$ cat config.mk
export PLATFORM = sky130hd
export DESIGN_NAME = axi_slave_req_arbiter_flat
export DESIGN_NICKNAME = d
export VERILOG_FILES = /design/src/rtl/axi_slave_req_arbiter_pkg.sv /design/src/rtl/axi_slave_req_arbiter_if.sv /design/src/rtl/axi_slave_req_arbiter_rr_pick.sv /design/src/rtl/axi_slave_req_arbiter.sv /design/src/flat_wrapper.sv
export SDC_FILE = /design/constraint.sdc
export NUM_CORES = 1
export LEC_CHECK = 0
export CORE_UTILIZATION = 51
export DETAILED_ROUTE_END_ITERATION = 8
export PLACE_DENSITY = 0.83
export SLEW_MARGIN = 20
export SYNTH_ARGS = -nofsm -noshare
export SYNTH_HDL_FRONTEND = slang
export SYNTH_HIERARCHICAL = 1
export SYNTH_SLANG_ARGS = --single-unit
$ cat constraint.sdc
create_clock -name clk -period 2.7 [get_ports clk]
set_input_delay 0.27 -clock clk [delete_from_list [all_inputs] [get_ports clk]]
set_output_delay 0.27 -clock clk [all_outputs]
set_load 0.01 [all_outputs]
$ cat src/rtl/axi_slave_req_arbiter_pkg.sv
// rtl/axi_slave_req_arbiter_pkg.sv - shared types and constants for the AXI slave request arbiter
package axi_slave_package;

    typedef enum logic [1:0] {
        ARB_IDLE   = 2'd0,
        ARB_RD_GNT = 2'd1,
        ARB_WR_GNT = 2'd2
    } arb_state_t;

    localparam logic ARB_OWNER_RD = 1'b0;
    localparam logic ARB_OWNER_WR = 1'b1;

    localparam int ARB_MAX_WR_BEATS = 32;

endpackage

$ cat src/rtl/axi_slave_req_arbiter_if.sv
// rtl/axi_slave_req_arbiter_if.sv - request/grant bundle between pop FSMs, TL TX and the arbiter
interface axi_slave_req_arbiter_if #(
    parameter int BEAT_CNT_W = 6
);
    logic                  rd_req;
    logic                  wr_req;
    logic [BEAT_CNT_W-1:0] wr_beats;
    logic                  tl_ready;
    logic                  axi_req_rd_grant;
    logic                  axi_req_wr_grant;
    logic                  wr_beat_accept;
    logic                  arb_busy;
    logic                  arb_owner;
    logic                  len_err;

    modport master (
        output rd_req, wr_req, wr_beats, tl_ready,
        input  axi_req_rd_grant, axi_req_wr_grant, wr_beat_accept,
               arb_busy, arb_owner, len_err
    );

    modport slave (
        input  rd_req, wr_req, wr_beats, tl_ready,
        output axi_req_rd_grant, axi_req_wr_grant, wr_beat_accept,
               arb_busy, arb_owner, len_err
    );
endinterface

$ cat src/rtl/axi_slave_req_arbiter_rr_pick.sv
// rtl/axi_slave_req_arbiter_rr_pick.sv - two-way read/write selector; AXI_ARB_RD_PRIORITY_EN selects strict read priority
module arb_rr_pick
    import axi_slave_package::*;
(
    input  logic rd_req,
    input  logic wr_req,
    input  logic arb_owner,
    input  logic starve,
    output logic pick_rd,
    output logic pick_wr
);

`ifdef AXI_ARB_RD_PRIORITY_EN
    assign pick_wr = wr_req & (~rd_req | starve);
`else
    // On a tie the side that did not own the port last wins.
    assign pick_wr = wr_req & (~rd_req | starve | (arb_owner == ARB_OWNER_RD));
`endif
    assign pick_rd = rd_req & ~pick_wr;

endmodule

$ cat src/rtl/axi_slave_req_arbiter.sv
// rtl/axi_slave_req_arbiter.sv - round-robin owner of the TL TX request port; AXI_ARB_RD_PRIORITY_EN adds read priority with write-starvation guard
module axi_slave_req_arbiter
    import axi_slave_package::*;
#(
    parameter int MAX_WR_BEATS    = ARB_MAX_WR_BEATS,
    parameter int BEAT_CNT_W      = $clog2(MAX_WR_BEATS + 1)
`ifdef AXI_ARB_RD_PRIORITY_EN
    ,
    parameter int RD_STARVE_LIMIT = 4
`endif
) (
    input logic                    clk,
    input logic                    ARESTn,
    axi_slave_req_arbiter_if.slave bus
);

    arb_state_t            state;
    arb_state_t            state_next;
    logic [BEAT_CNT_W-1:0] beat_cnt;
    logic                  owner;
    logic                  len_err_q;
    logic                  pick_rd;
    logic                  pick_wr;
    logic                  starve;
    logic                  decide;
    logic                  beats_bad;
    logic                  last_beat;

    assign decide    = bus.tl_ready & (bus.rd_req | bus.wr_req);
    assign beats_bad = (bus.wr_beats == '0) || (bus.wr_beats > BEAT_CNT_W'(MAX_WR_BEATS));
    assign last_beat = bus.tl_ready && (beat_cnt == BEAT_CNT_W'(1));

`ifdef AXI_ARB_RD_PRIORITY_EN
    localparam int STARVE_W = $clog2(RD_STARVE_LIMIT + 1);
    logic [STARVE_W-1:0] starve_cnt;

    assign starve = (starve_cnt >= STARVE_W'(RD_STARVE_LIMIT));

    always_ff @(posedge clk) begin
        if (!ARESTn) begin
            starve_cnt <= '0;
        end else if (state == ARB_IDLE && decide) begin
            if (pick_wr) begin
                starve_cnt <= '0;
            end else if (bus.wr_req && !starve) begin
                starve_cnt <= starve_cnt + STARVE_W'(1);
            end
        end
    end
`else
    assign starve = 1'b0;
`endif

    arb_rr_pick u_pick (
        .rd_req   (bus.rd_req),
        .wr_req   (bus.wr_req),
        .arb_owner(owner),
        .starve   (starve),
        .pick_rd  (pick_rd),
        .pick_wr  (pick_wr)
    );

    always_ff @(posedge clk) begin
        if (!ARESTn) begin
            state <= ARB_IDLE;
        end else begin
            state <= state_next;
        end
    end

    always_comb begin
        state_next = state;
        case (state)
            ARB_IDLE: begin
                if (decide && pick_rd) begin
                    state_next = ARB_RD_GNT;
                end else if (decide && pick_wr) begin
                    state_next = ARB_WR_GNT;
                end
            end
            ARB_RD_GNT: state_next = ARB_IDLE;
            ARB_WR_GNT: begin
                if (last_beat) begin
                    state_next = ARB_IDLE;
                end
            end
            default: state_next = ARB_IDLE;
        endcase
    end

    always_comb begin
        bus.axi_req_rd_grant = (state == ARB_RD_GNT);
        bus.axi_req_wr_grant = (state == ARB_WR_GNT);
        bus.arb_busy         = (state != ARB_IDLE);
        bus.wr_beat_accept   = (state == ARB_WR_GNT) & bus.tl_ready;
        bus.arb_owner        = owner;
        bus.len_err          = len_err_q;
    end

    // A bad beat count is flagged and the TLP is treated as one beat so the port frees up.
    always_ff @(posedge clk) begin
        if (!ARESTn) begin
            owner     <= ARB_OWNER_WR;
            beat_cnt  <= '0;
            len_err_q <= 1'b0;
        end else if (state == ARB_IDLE && decide) begin
            if (pick_rd) begin
                owner <= ARB_OWNER_RD;
            end else if (pick_wr) begin
                owner <= ARB_OWNER_WR;
                if (beats_bad) begin
                    len_err_q <= 1'b1;
                    beat_cnt  <= BEAT_CNT_W'(1);
                end else begin
                    beat_cnt  <= bus.wr_beats;
                end
            end
        end else if (state == ARB_WR_GNT && bus.tl_ready) begin
            beat_cnt <= beat_cnt - BEAT_CNT_W'(1);
        end
    end

endmodule
$ cat src/flat_wrapper.sv
// flat-port wrapper written by rule: the top's interface ports become plain ports
module axi_slave_req_arbiter_flat import axi_slave_package::*;
#(
    parameter int MAX_WR_BEATS    = ARB_MAX_WR_BEATS,
    parameter int BEAT_CNT_W      = $clog2(MAX_WR_BEATS + 1)

)
  (clk, ARESTn, bus_rd_req, bus_wr_req, bus_wr_beats, bus_tl_ready, bus_axi_req_rd_grant, bus_axi_req_wr_grant, bus_wr_beat_accept, bus_arb_busy, bus_arb_owner, bus_len_err);
  axi_slave_req_arbiter_if #(.BEAT_CNT_W(BEAT_CNT_W)) bus_i ();
  input logic clk;
  input logic ARESTn;
  input wire logic [$bits(bus_i.rd_req)-1:0] bus_rd_req;
  input wire logic [$bits(bus_i.wr_req)-1:0] bus_wr_req;
  input wire logic [$bits(bus_i.wr_beats)-1:0] bus_wr_beats;
  input wire logic [$bits(bus_i.tl_ready)-1:0] bus_tl_ready;
  output wire logic [$bits(bus_i.axi_req_rd_grant)-1:0] bus_axi_req_rd_grant;
  output wire logic [$bits(bus_i.axi_req_wr_grant)-1:0] bus_axi_req_wr_grant;
  output wire logic [$bits(bus_i.wr_beat_accept)-1:0] bus_wr_beat_accept;
  output wire logic [$bits(bus_i.arb_busy)-1:0] bus_arb_busy;
  output wire logic [$bits(bus_i.arb_owner)-1:0] bus_arb_owner;
  output wire logic [$bits(bus_i.len_err)-1:0] bus_len_err;
  assign bus_i.rd_req = bus_rd_req;
  assign bus_i.wr_req = bus_wr_req;
  assign bus_i.wr_beats = bus_wr_beats;
  assign bus_i.tl_ready = bus_tl_ready;
  assign bus_axi_req_rd_grant = bus_i.axi_req_rd_grant;
  assign bus_axi_req_wr_grant = bus_i.axi_req_wr_grant;
  assign bus_wr_beat_accept = bus_i.wr_beat_accept;
  assign bus_arb_busy = bus_i.arb_busy;
  assign bus_arb_owner = bus_i.arb_owner;
  assign bus_len_err = bus_i.len_err;
  axi_slave_req_arbiter #(.MAX_WR_BEATS(MAX_WR_BEATS), .BEAT_CNT_W(BEAT_CNT_W)) u_core (.clk(clk), .ARESTn(ARESTn), .bus(bus_i));
endmodule
==> results of run 1 <==
## critical path, stage by stage
cell and delay [ns]:
clkdlybuf4s50_1 0.48, nor2b_4 0.27, and2_1 0.16, clkdlybuf4s50_1 0.52
## cell usage in the layout (no fill, tap or decap), types with 2 or more instances in the layout
cell type and n:
clkbuf_4 3, nand2b_1 2, and2_1 2, dfxtp_1 10, mux2i_1 2, o21ai_1 2, nor2b_1 5, o22ai_1 4
clkdlybuf4s50_1 16, o211a_1 4, nor3_1 3, ha_1 2, nor4_1 2, nand3_1 2, nor2b_4 2, a21oi_1 4
nand2_1 10, nor2_1 5, inv_1 4
## metal layers
metal | GRT usage, % | wire [µm] | part of all wire (%)
met3 | 6.25 | 147 | 8.4
met5 | 0 | 0 | 0
met2 | 43.4 | 811 | 46
met4 | 16.4 | 31 | 1.8
met1 | 31.8 | 754 | 43
## state kept, by name, indices dropped and copies added, names as in the netlist
signal and count:
u_core/state 2, u_core/beat_cnt 6, u_core/bus.arb_owner 1, u_core/bus.len_err 1
## where the power goes
group / switching [mW] / internal (mW) / total (mW)
logic: 0.0627 / 0.0650 / 0.128
clock network: 0.0561 / 0.0819 / 0.138
registers: 0.0117 / 0.156 / 0.168
## worst max-delay path by stage
stage | start | endpoint | slack, ns | cells past startpoint
after CTS | bus_tl_ready | bus_wr_beat_accept | 0.72 | 4
after floorplan | u_core/bus.arb_owner | u_core/beat_cnt[1] | 1.14 | 6
after global placement | bus_tl_ready | u_core/beat_cnt[1] | 0.66 | 6
after detailed placement | bus_tl_ready | u_core/beat_cnt[1] | 0.60 | 6
after global routing | bus_tl_ready | bus_wr_beat_accept | 0.64 | 4
final | bus_tl_ready | bus_wr_beat_accept | 0.72 | 4
## stage by stage
stage	total power, mW	instances	cell area [µm²]	hold slack [ns]
6_report	0.434	122	935	0.445
5_1_grt	0.458	122	935	0.493
4_1_cts	0.433	122	935	0.451
3_5_place_dp	0.295	118	898	0.444
3_3_place_gp	0.291	118	898	0.435
2_1_floorplan	0.252	89	731	0.423
## layout make-up
cell class              count  area (µm²)
clock buffers               4        36.3
fillers                   114         383
repair buffers             17         168
inverters                   4        15.0
flip-flops and latches     10         200
well taps                  15        18.8
multi-input cells          72         497
## logic make-up (layout without fill, tap and decap cells)
kind of cell / after synthesis / in the layout / synth area share [%]
DFF: 10 / 10 / 27.4
buffers and inverters: 7 / 25 / 4.62
other: 1 / 1 / 0.513
AOI/OAI and AO/OA: 22 / 22 / 22.1
and+or+nand+nor: 42 / 42 / 35.3
adders and majority gates: 2 / 2 / 3.42
muxes: 3 / 3 / 4.28
xor gates and xnor gates: 2 / 2 / 2.40
==> results.txt, run 1 <==
Outcome = finished, final reports clean
Die area = 1590 µm²
Hold-critical path depth = 2
CP startpoint kind = input port
Post-route setup slack = 0.721 ns
Post-synthesis cell area = 731 µm²
Ports = 17
Gpl congestion = 0.883
Drt drc = 0
CP max FO = 12
First-pass GRT wire length = 2690 µm
Fmax = 505 MHz
Post-CTS Resized = 0
R2R depth = 5
Die Ht = 39.9 µm
RSZ-0062 raised after global routing = no
Core area = 1320 µm²
Nets = 121
Syn-to-layout area delta = 27.9%
DP Worst Slack = 0.602 ns
Largest net degree at the start of global routing = 14
Final count of pins violating max slew = 0
Worst Hold Class = flop to flop
# hold bufs at CTS = 0
Sink Count = 10
Warnings, synthesis = 6
IO buf count = 16
Pwr Density = 464 nW/µm²
Initial antenna violation count = 0
Num rows = 13
Critical Path End Type = output port
Clock-pin slew on the worst setup and hold paths = 0.07 ns
MaxCap Viol Count = 0
Fin crit share = 73.3%
Ys flop type = dfxtp_1
Synth Net Count = 102
Max IR drop VDD = 340 µV
Die X = 39.9 µm
GR Util All Layers = 27.0%
Setup CP Type = input port to output port
List of most frequent post-synthesis cells = dfxtp_1, nand2_1, nor2_1, nor2b_1
Clock latency on the worst-skew pair = 0.27 ns
Hold Fails Final Rpt = 0
DR pass1 iterations = 4
Mapped Cells = 89
Diodes inserted = 0
# setup viols final = 0
Post-CTS setup buffers = 0
Netlist cell types = 40
Worst Hold End = u_core/bus.len_err
Util after Layout = 70.9%
WP data arrival = 1.71 ns
Starting Density = 55.5%
GRT overflow = 0
LEAKAGE = 0.417 nW
Maximum root-to-sink buffer count = 2
Post-Route WL = 1750 µm
Top cells by area, synth = dfxtp_1, o211a_1, nand2_1
DP HPWL = 1290 µm
Drt via density = 5.98
H-tree levels = 1
Worst reg2reg setup slack = 1.04 ns
Syn Area/Cell = 8.21 µm²
CTS root buffer = clkbuf_4
Seq cells post-synth = 10
Setup_tns = 0 ns
Yosys top cell by area = dfxtp_1
Routed WL per cell = 14.3 µm
Post-synth EDFFs = 0
Reg-to-Reg End = u_core/beat_cnt[1]
Final antenna-violating net count = 0
Worst Path Required = 2.43 ns
Seq/Total Area, Yosys = 27.4%
DR iter-0 viols = 41
Clk_skew = 0.00251 ns
Vias = 730
Post-synthesis async set-or-reset flop share = 0%
Tmin final = 1.98 ns
Hold Startpoint = u_core/bus.len_err
CTS Buf Count = 3
CTS tree = yes
Share of cells above drive strength 1 = 12.1%
Synth top area share = 27.4%
Worst R2R Start = u_core/state[0]
Vias in the first global route = 607
Note: power is estimated with default switching activity, not from simulation.
==> inputs of run 2 (changes only) <==
--- a/config.mk
+++ b/config.mk
@@ -5,9 +5,9 @@
 export SDC_FILE = /design/constraint.sdc
 export NUM_CORES = 1
 export LEC_CHECK = 0
-export CORE_UTILIZATION = 51
+export CORE_UTILIZATION = 48
 export DETAILED_ROUTE_END_ITERATION = 8
-export PLACE_DENSITY = 0.83
+export PLACE_DENSITY = 0.79
 export SLEW_MARGIN = 20
 export SYNTH_ARGS = -nofsm -noshare
 export SYNTH_HDL_FRONTEND = slang
==> constraint.sdc (replaced) <==
create_clock -name clk -period 2 [get_ports clk]
set_input_delay 0.2 -clock clk [delete_from_list [all_inputs] [get_ports clk]]
set_output_delay 0.2 -clock clk [all_outputs]
set_load 0.01 [all_outputs]
==> run 2 against run 1 <==
  * Wire length up 0.86%
  * Die area increased by 5.9%
  * Setup slack got worse by 0.50 ns
  * Critical endpoint unchanged
==> results.txt, run 2 (same netlist as run 1, synthesis figures left out) <==
Outcome = finished, final reports clean
Clock-pin slew on the worst setup and hold paths = 0.07 ns (about the same)
Post-route setup slack = 0.221 ns (-0.500 ns)
Area of the multi-input gates = 497 µm² (unchanged)
Final count of pins violating max slew = 0 (unchanged)
Setup_tns = 0 ns (unchanged)
Hold Fails Final Rpt = 0 (unchanged)
Reg area = 200 µm² (unchanged)
Clock latency on the worst-skew pair = 0.26 ns (about the same)
Maximum root-to-sink buffer count = 2 (unchanged)
WP data arrival = 1.58 ns (-0.13 ns)
Num rows = 13 (unchanged)
Slowest cell on crit path = clkdlybuf4s50_1
Starting Density = 54.1% (-1.3 points)
Drt via density = 5.59 (-6.6%)
Hold Startpoint = u_core/bus.len_err
Die area = 1680 µm² (+5.9%)
Critical Path Start = bus_tl_ready
First-pass GRT wire length = 2650 µm (-1.6%)
CP dominant cell by count = clkdlybuf4s50_1
Worst Hold End = u_core/bus.len_err
R2R depth = 6 (+1)
Share of cells above drive strength 1 = 13.8% (+1.6 points)
CTS Buf Count = 3 (unchanged)
Dpl cell area = 921 µm² (+2.5%)
Pwr Density = 580 nW/µm² (+25%)
Initial antenna violation count = 0 (unchanged)
Die X = 41.0 µm (+2.9%)
Drt drc = 0 (unchanged)
Reg-to-Reg End = u_core/beat_cnt[1]
Worst R2R Start = u_core/bus.arb_owner
Die Ht = 41.0 µm (+2.9%)
Met1 Use GR = 29.4% (-2.3 points)
Post-CTS Resized = 0 (unchanged)
# hold bufs at CTS = 0 (unchanged)
Most flop-heavy register = u_core/beat_cnt
CTS root buffer = clkbuf_4
RSZ-0062 raised after global routing = no
Pwr Total = 0.547 mW (+26%)
Fillers = 117 (+2.6%)
Worst reg2reg setup slack = 0.46 ns (-0.58 ns)
Routed WL per cell = 14.2 µm (-0.77%)
GR Util All Layers = 25.1% (-1.9 points)
Post-Route WL = 1760 µm (+0.86%)
DR iter-0 viols = 16 (-61%)
# setup viols final = 0 (unchanged)
Tmin final = 1.78 ns
Ports = 17 (unchanged)
IO buf count = 16 (unchanged)
Final antenna-violating net count = 0 (unchanged)
Hold-critical path depth = 2 (unchanged)
Setup CP Type = input port to output port
Grt met3 use = 4.89% (-1.4 points)
DP HPWL = 1380 µm (+7.4%)
Largest regs = u_core/beat_cnt (6), u_core/state (2)
Hold WS = 0.491 ns (+0.0459 ns)
DP Worst Slack = 0.147 ns (-0.455 ns)
Syn-to-layout area delta = 29.1%
Max IR drop VDD = 339 µV (-0.47%)
Nets = 124 (+2.5%)
MaxCap Viol Count = 0 (unchanged)
Global route hottest layer = met2
Fmax = 562 MHz
Crit-path max cell delay = 0.53 ns (about the same)
Diodes inserted = 0 (unchanged)
Worst path top cell family by delay = buffers and inverters
H-tree levels = 1 (unchanged)
Worst Hold Class = flop to flop
Vias in the first global route = 629 (+3.6%)
Clk_skew = 0.00280 ns (+0.000291 ns)
Fin area = 943 µm² (+0.94%)
Sink Count = 10 (unchanged)
Met2 Usage GRT = 41.4% (-2.0 points)
CTS tree = yes
Critical Path End Type = output port
Most frequent cells in the layout = clkdlybuf4s50_1, nand2_1, dfxtp_1
Commonest non-fill, non-tap cell in the layout = clkdlybuf4s50_1
WP buf/inv = 2 (unchanged)
Largest net degree at the start of global routing = 14 (unchanged)
CP startpoint kind = input port
Cells along the critical path = clkdlybuf4s50_1, nor2b_4, and2_1, clkdlybuf4s50_1
Post-CTS setup buffers = 0 (unchanged)
Fin crit share = 88.9%
DR pass1 iterations = 4 (unchanged)
Max reg flops = 6 (unchanged)
Gpl congestion = 0.789 (-11%)
Vias = 693 (-5.1%)
Core area = 1350 µm² (+2.5%)
GRT overflow = 0 (unchanged)
CP max FO = 7 (-5)
Worst Path Required = 1.80 ns (-0.63 ns)
LEAKAGE = 0.425 nW (+1.9%)
[run 2: cell types whose count changed in the layout (fill, tap and decap cells not counted)]
cell / previous run / this run
buf_4: 1 / 4
clkbuf_8: 1 / 0
[run 2: layout make-up]
type	count	share of cell area, %
Inverter	4	1.59
Tap cell	15	1.99
Timing Repair Buffer	20	20.2
Sequential cell	10	21.2
Clock buffer	3	2.39
Multi-Input combinational cell	72	52.7
[run 2: worst min-delay path: cells and delay by family (launching register included)]
kind / cells / cell delay (ns)
flops: 1 / 0.32
compound gates: 1 / 0.07
simple gates: 1 / 0.05
[run 2: worst max path at each step]
| stage | end | cells past startpoint | slack [ns] |
|---|---|---|---|
| after floorplan | u_core/beat_cnt[1] | 6 | 0.44 |
| after CTS | bus_wr_beat_accept | 4 | 0.21 |
| after global routing | bus_wr_beat_accept | 4 | 0.12 |
| after global placement | u_core/beat_cnt[1] | 7 | 0.19 |
| final | bus_wr_beat_accept | 4 | 0.22 |
| after detailed placement | u_core/beat_cnt[1] | 7 | 0.15 |
[run 2: where the power goes]
group | internal, mW | switching [mW] | leakage [nW]
combinational | 0.0940 | 0.0835 | 0.330
sequential | 0.211 | 0.0159 | 0.0815
clock | 0.0695 | 0.0729 | 0.0138
[run 2: per-stage QoR]
| stage | std cells | utilization, % |
|---|---|---|
| after global routing | 124 | 69.9 |
| after global placement | 121 | 68.2 |
| after CTS | 124 | 69.9 |
| after floorplan | 89 | - |
| after detailed placement | 121 | 68.2 |
| final | 124 | 69.9 |
[run 2: layer usage]
layer / up-vias / wire length (µm)
met1: 305 / 775
met3: 2 / 92
met2: 26 / 871
li1: 360 / -
met4: 0 / 20
met5: - / 0
==> inputs of run 3 (changes only) <==
--- a/config.mk
+++ b/config.mk
@@ -5,9 +5,9 @@
 export SDC_FILE = /design/constraint.sdc
 export NUM_CORES = 1
 export LEC_CHECK = 0
-export CORE_UTILIZATION = 48
+export CORE_UTILIZATION = 39
 export DETAILED_ROUTE_END_ITERATION = 8
-export PLACE_DENSITY = 0.79
+export PLACE_DENSITY = 0.67
 export SLEW_MARGIN = 20
 export SYNTH_ARGS = -nofsm -noshare
 export SYNTH_HDL_FRONTEND = slang
==> constraint.sdc (replaced) <==
create_clock -name clk -period 2.1 [get_ports clk]
set_input_delay 0.21 -clock clk [delete_from_list [all_inputs] [get_ports clk]]
set_output_delay 0.21 -clock clk [all_outputs]
set_load 0.01 [all_outputs]
==> run 3 against run 2 <==
  * Clock skew rose by 0.0075 ns
  * Critical path depth did not move
  * Die area rose by 22%
  * Flip-flop and latch count did not move
  * Critical path type unchanged
  * Critical endpoint unchanged
==> results.txt, run 3 (same netlist as run 1, synthesis figures left out) <==
H-tree levels = 1 (unchanged)
Cells along the critical path = clkdlybuf4s50_1, nor2b_4, and2_1, clkdlybuf4s50_1
Largest net degree at the start of global routing = 14 (unchanged)
Starting Density = 41.9% (-12 points)
DP HPWL = 1290 µm (-7.0%)
Pwr Density = 579 nW/µm² (-0.14%)
CTS tree = yes
Post-CTS setup buffers = 0 (unchanged)
Hold Fails Final Rpt = 0 (unchanged)
Fin area = 970 µm² (+2.8%)
Die X = 45.3 µm (+10%)
Critical Path End Type = output port
Clock-pin slew on the worst setup and hold paths = 0.08 ns (about the same)
Dpl cell area = 933 µm² (+1.4%)
Die Ht = 45.3 µm (+10%)
Clock latency on the worst-skew pair = 0.28 ns (+0.02 ns)
Hold-critical path depth = 2 (unchanged)
Worst reg2reg setup slack = 0.47 ns (about the same)
Ports = 17 (unchanged)
Maximum root-to-sink buffer count = 2 (unchanged)
CTS root buffer = clkbuf_4
Most frequent cells in the layout = clkdlybuf4s50_1, nand2_1, dfxtp_1
CP dominant cell by count = clkdlybuf4s50_1
Most flop-heavy register = u_core/beat_cnt
CP startpoint kind = input port
Critical Path Start = bus_tl_ready
MaxCap Viol Count = 0 (unchanged)
DR iter-0 viols = 21 (+5)
Slowest cell on crit path = clkdlybuf4s50_1
R2R depth = 7 (+1)
Outcome = finished, final reports clean
Die area = 2050 µm² (+22%)
Max reg flops = 6 (unchanged)
Gpl congestion = 0.856 (+8.5%)
Dpl cells = 131 (+8.3%)
Reg-to-Reg End = u_core/beat_cnt[2]
GR Util All Layers = 18.7% (-6.3 points)
Worst Hold End = u_core/bus.len_err
CP max FO = 6 (-1)
# setup viols final = 0 (unchanged)
# hold bufs at CTS = 0 (unchanged)
Nets = 124 (unchanged)
Final count of pins violating max slew = 0 (unchanged)
Final antenna-violating net count = 0 (unchanged)
GRT overflow = 0 (unchanged)
Vias = 683 (-1.4%)
IO buf count = 16 (unchanged)
Share of cells above drive strength 1 = 14.5% (+0.78 points)
Fmax = 565 MHz
WP data arrival = 1.56 ns (-0.02 ns)
Clk_skew = 0.0103 ns (+0.00750 ns)
Setup CP Type = input port to output port
Sink Count = 10 (unchanged)
Worst Hold Class = flop to flop
Worst R2R Start = u_core/bus.arb_owner
RSZ-0062 raised after global routing = no
Vias in the first global route = 634 (+0.79%)
Num rows = 15 (+2)
Fin cells = 135 (+8.9%)
Core area = 1750 µm² (+29%)
Commonest non-fill, non-tap cell in the layout = clkdlybuf4s50_1
Fin crit share = 84.2%
Post-CTS Resized = 0 (unchanged)
Worst Path Required = 1.89 ns (+0.09 ns)
Initial antenna violation count = 0 (unchanged)
Max IR drop VDD = 538 µV (+59%)
Tmin final = 1.77 ns
Drt drc = 0 (unchanged)
Post-Route WL = 1620 µm (-8.2%)
Pwr Total = 0.561 mW (+2.6%)
First-pass GRT wire length = 2680 µm (+1.1%)
DR pass1 iterations = 4 (unchanged)
Drt via density = 5.06 (-9.5%)
Routed WL per cell = 12.0 µm (-16%)
LEAKAGE = 0.432 nW (+1.7%)
Largest regs = u_core/beat_cnt (6), u_core/state (2)
Fillers = 165 (+41%)
Diodes inserted = 0 (unchanged)
CTS Buf Count = 3 (unchanged)
Setup_tns = 0 ns (unchanged)
Hold Startpoint = u_core/bus.len_err
Crit-path max cell delay = 0.53 ns (about the same)
Syn-to-layout area delta = 32.7%
==> run 3: cell types whose count changed in the layout (fill, tap and decap cells not counted) <==
cell | previous run | this run
clkbuf_8 | 0 | 1
==> run 3: through the flow <==
step,hold slack [ns],utilization [%],setup WS [ns]
detailed placement,0.447,53.5,0.205
floorplan,0.363,-,0.542
CTS,0.457,55.6,0.321
global placement,0.437,53.5,0.182
finish,0.452,55.6,0.331
global route,0.474,55.6,0.288
==> run 3: layout make-up <==
type                            count  area (µm²)  area share [%]
Clock buffer                        4        36.3            3.74
Inverter                            4        15.0            1.55
Multi-Input combinational cell     72         497            51.2
Sequential cell                    10         200            20.6
Tap cell                           25        31.3            3.23
Timing Repair Buffer               20         190            19.6
==> run 3: power by group <==
group	switching [mW]	total [mW]	internal (mW)
Combinational	0.0772	0.166	0.0892
Sequential	0.0144	0.216	0.201
Clock	0.0740	0.179	0.105
Total	0.166	0.561	0.396
==> run 3: routing by layer <==
layer	vias up	part of all wire (%)	track usage, %
met1	313	45	22.0
li1	355	-	-
met4	0	0	3.64
met3	0	4.7	7.20
met2	15	50	32.2
met5	-	0	0
==> run 3: critical path: cells and delay by family <==
family | cells | cell delay [ns]
and+or+nand+nor | 2 | 0.34
buffers and inverters | 2 | 1.00
==> run 3: worst max-delay path by stage <==
stage                         endpoint  slack (ns)  cells after the start
floorplan           u_core/beat_cnt[1]        0.54                      6
global placement    u_core/beat_cnt[2]        0.18                      8
detailed placement  u_core/beat_cnt[2]        0.21                      8
CTS                 bus_wr_beat_accept        0.32                      4
global route        bus_wr_beat_accept        0.29                      4
finish              bus_wr_beat_accept        0.33                      4
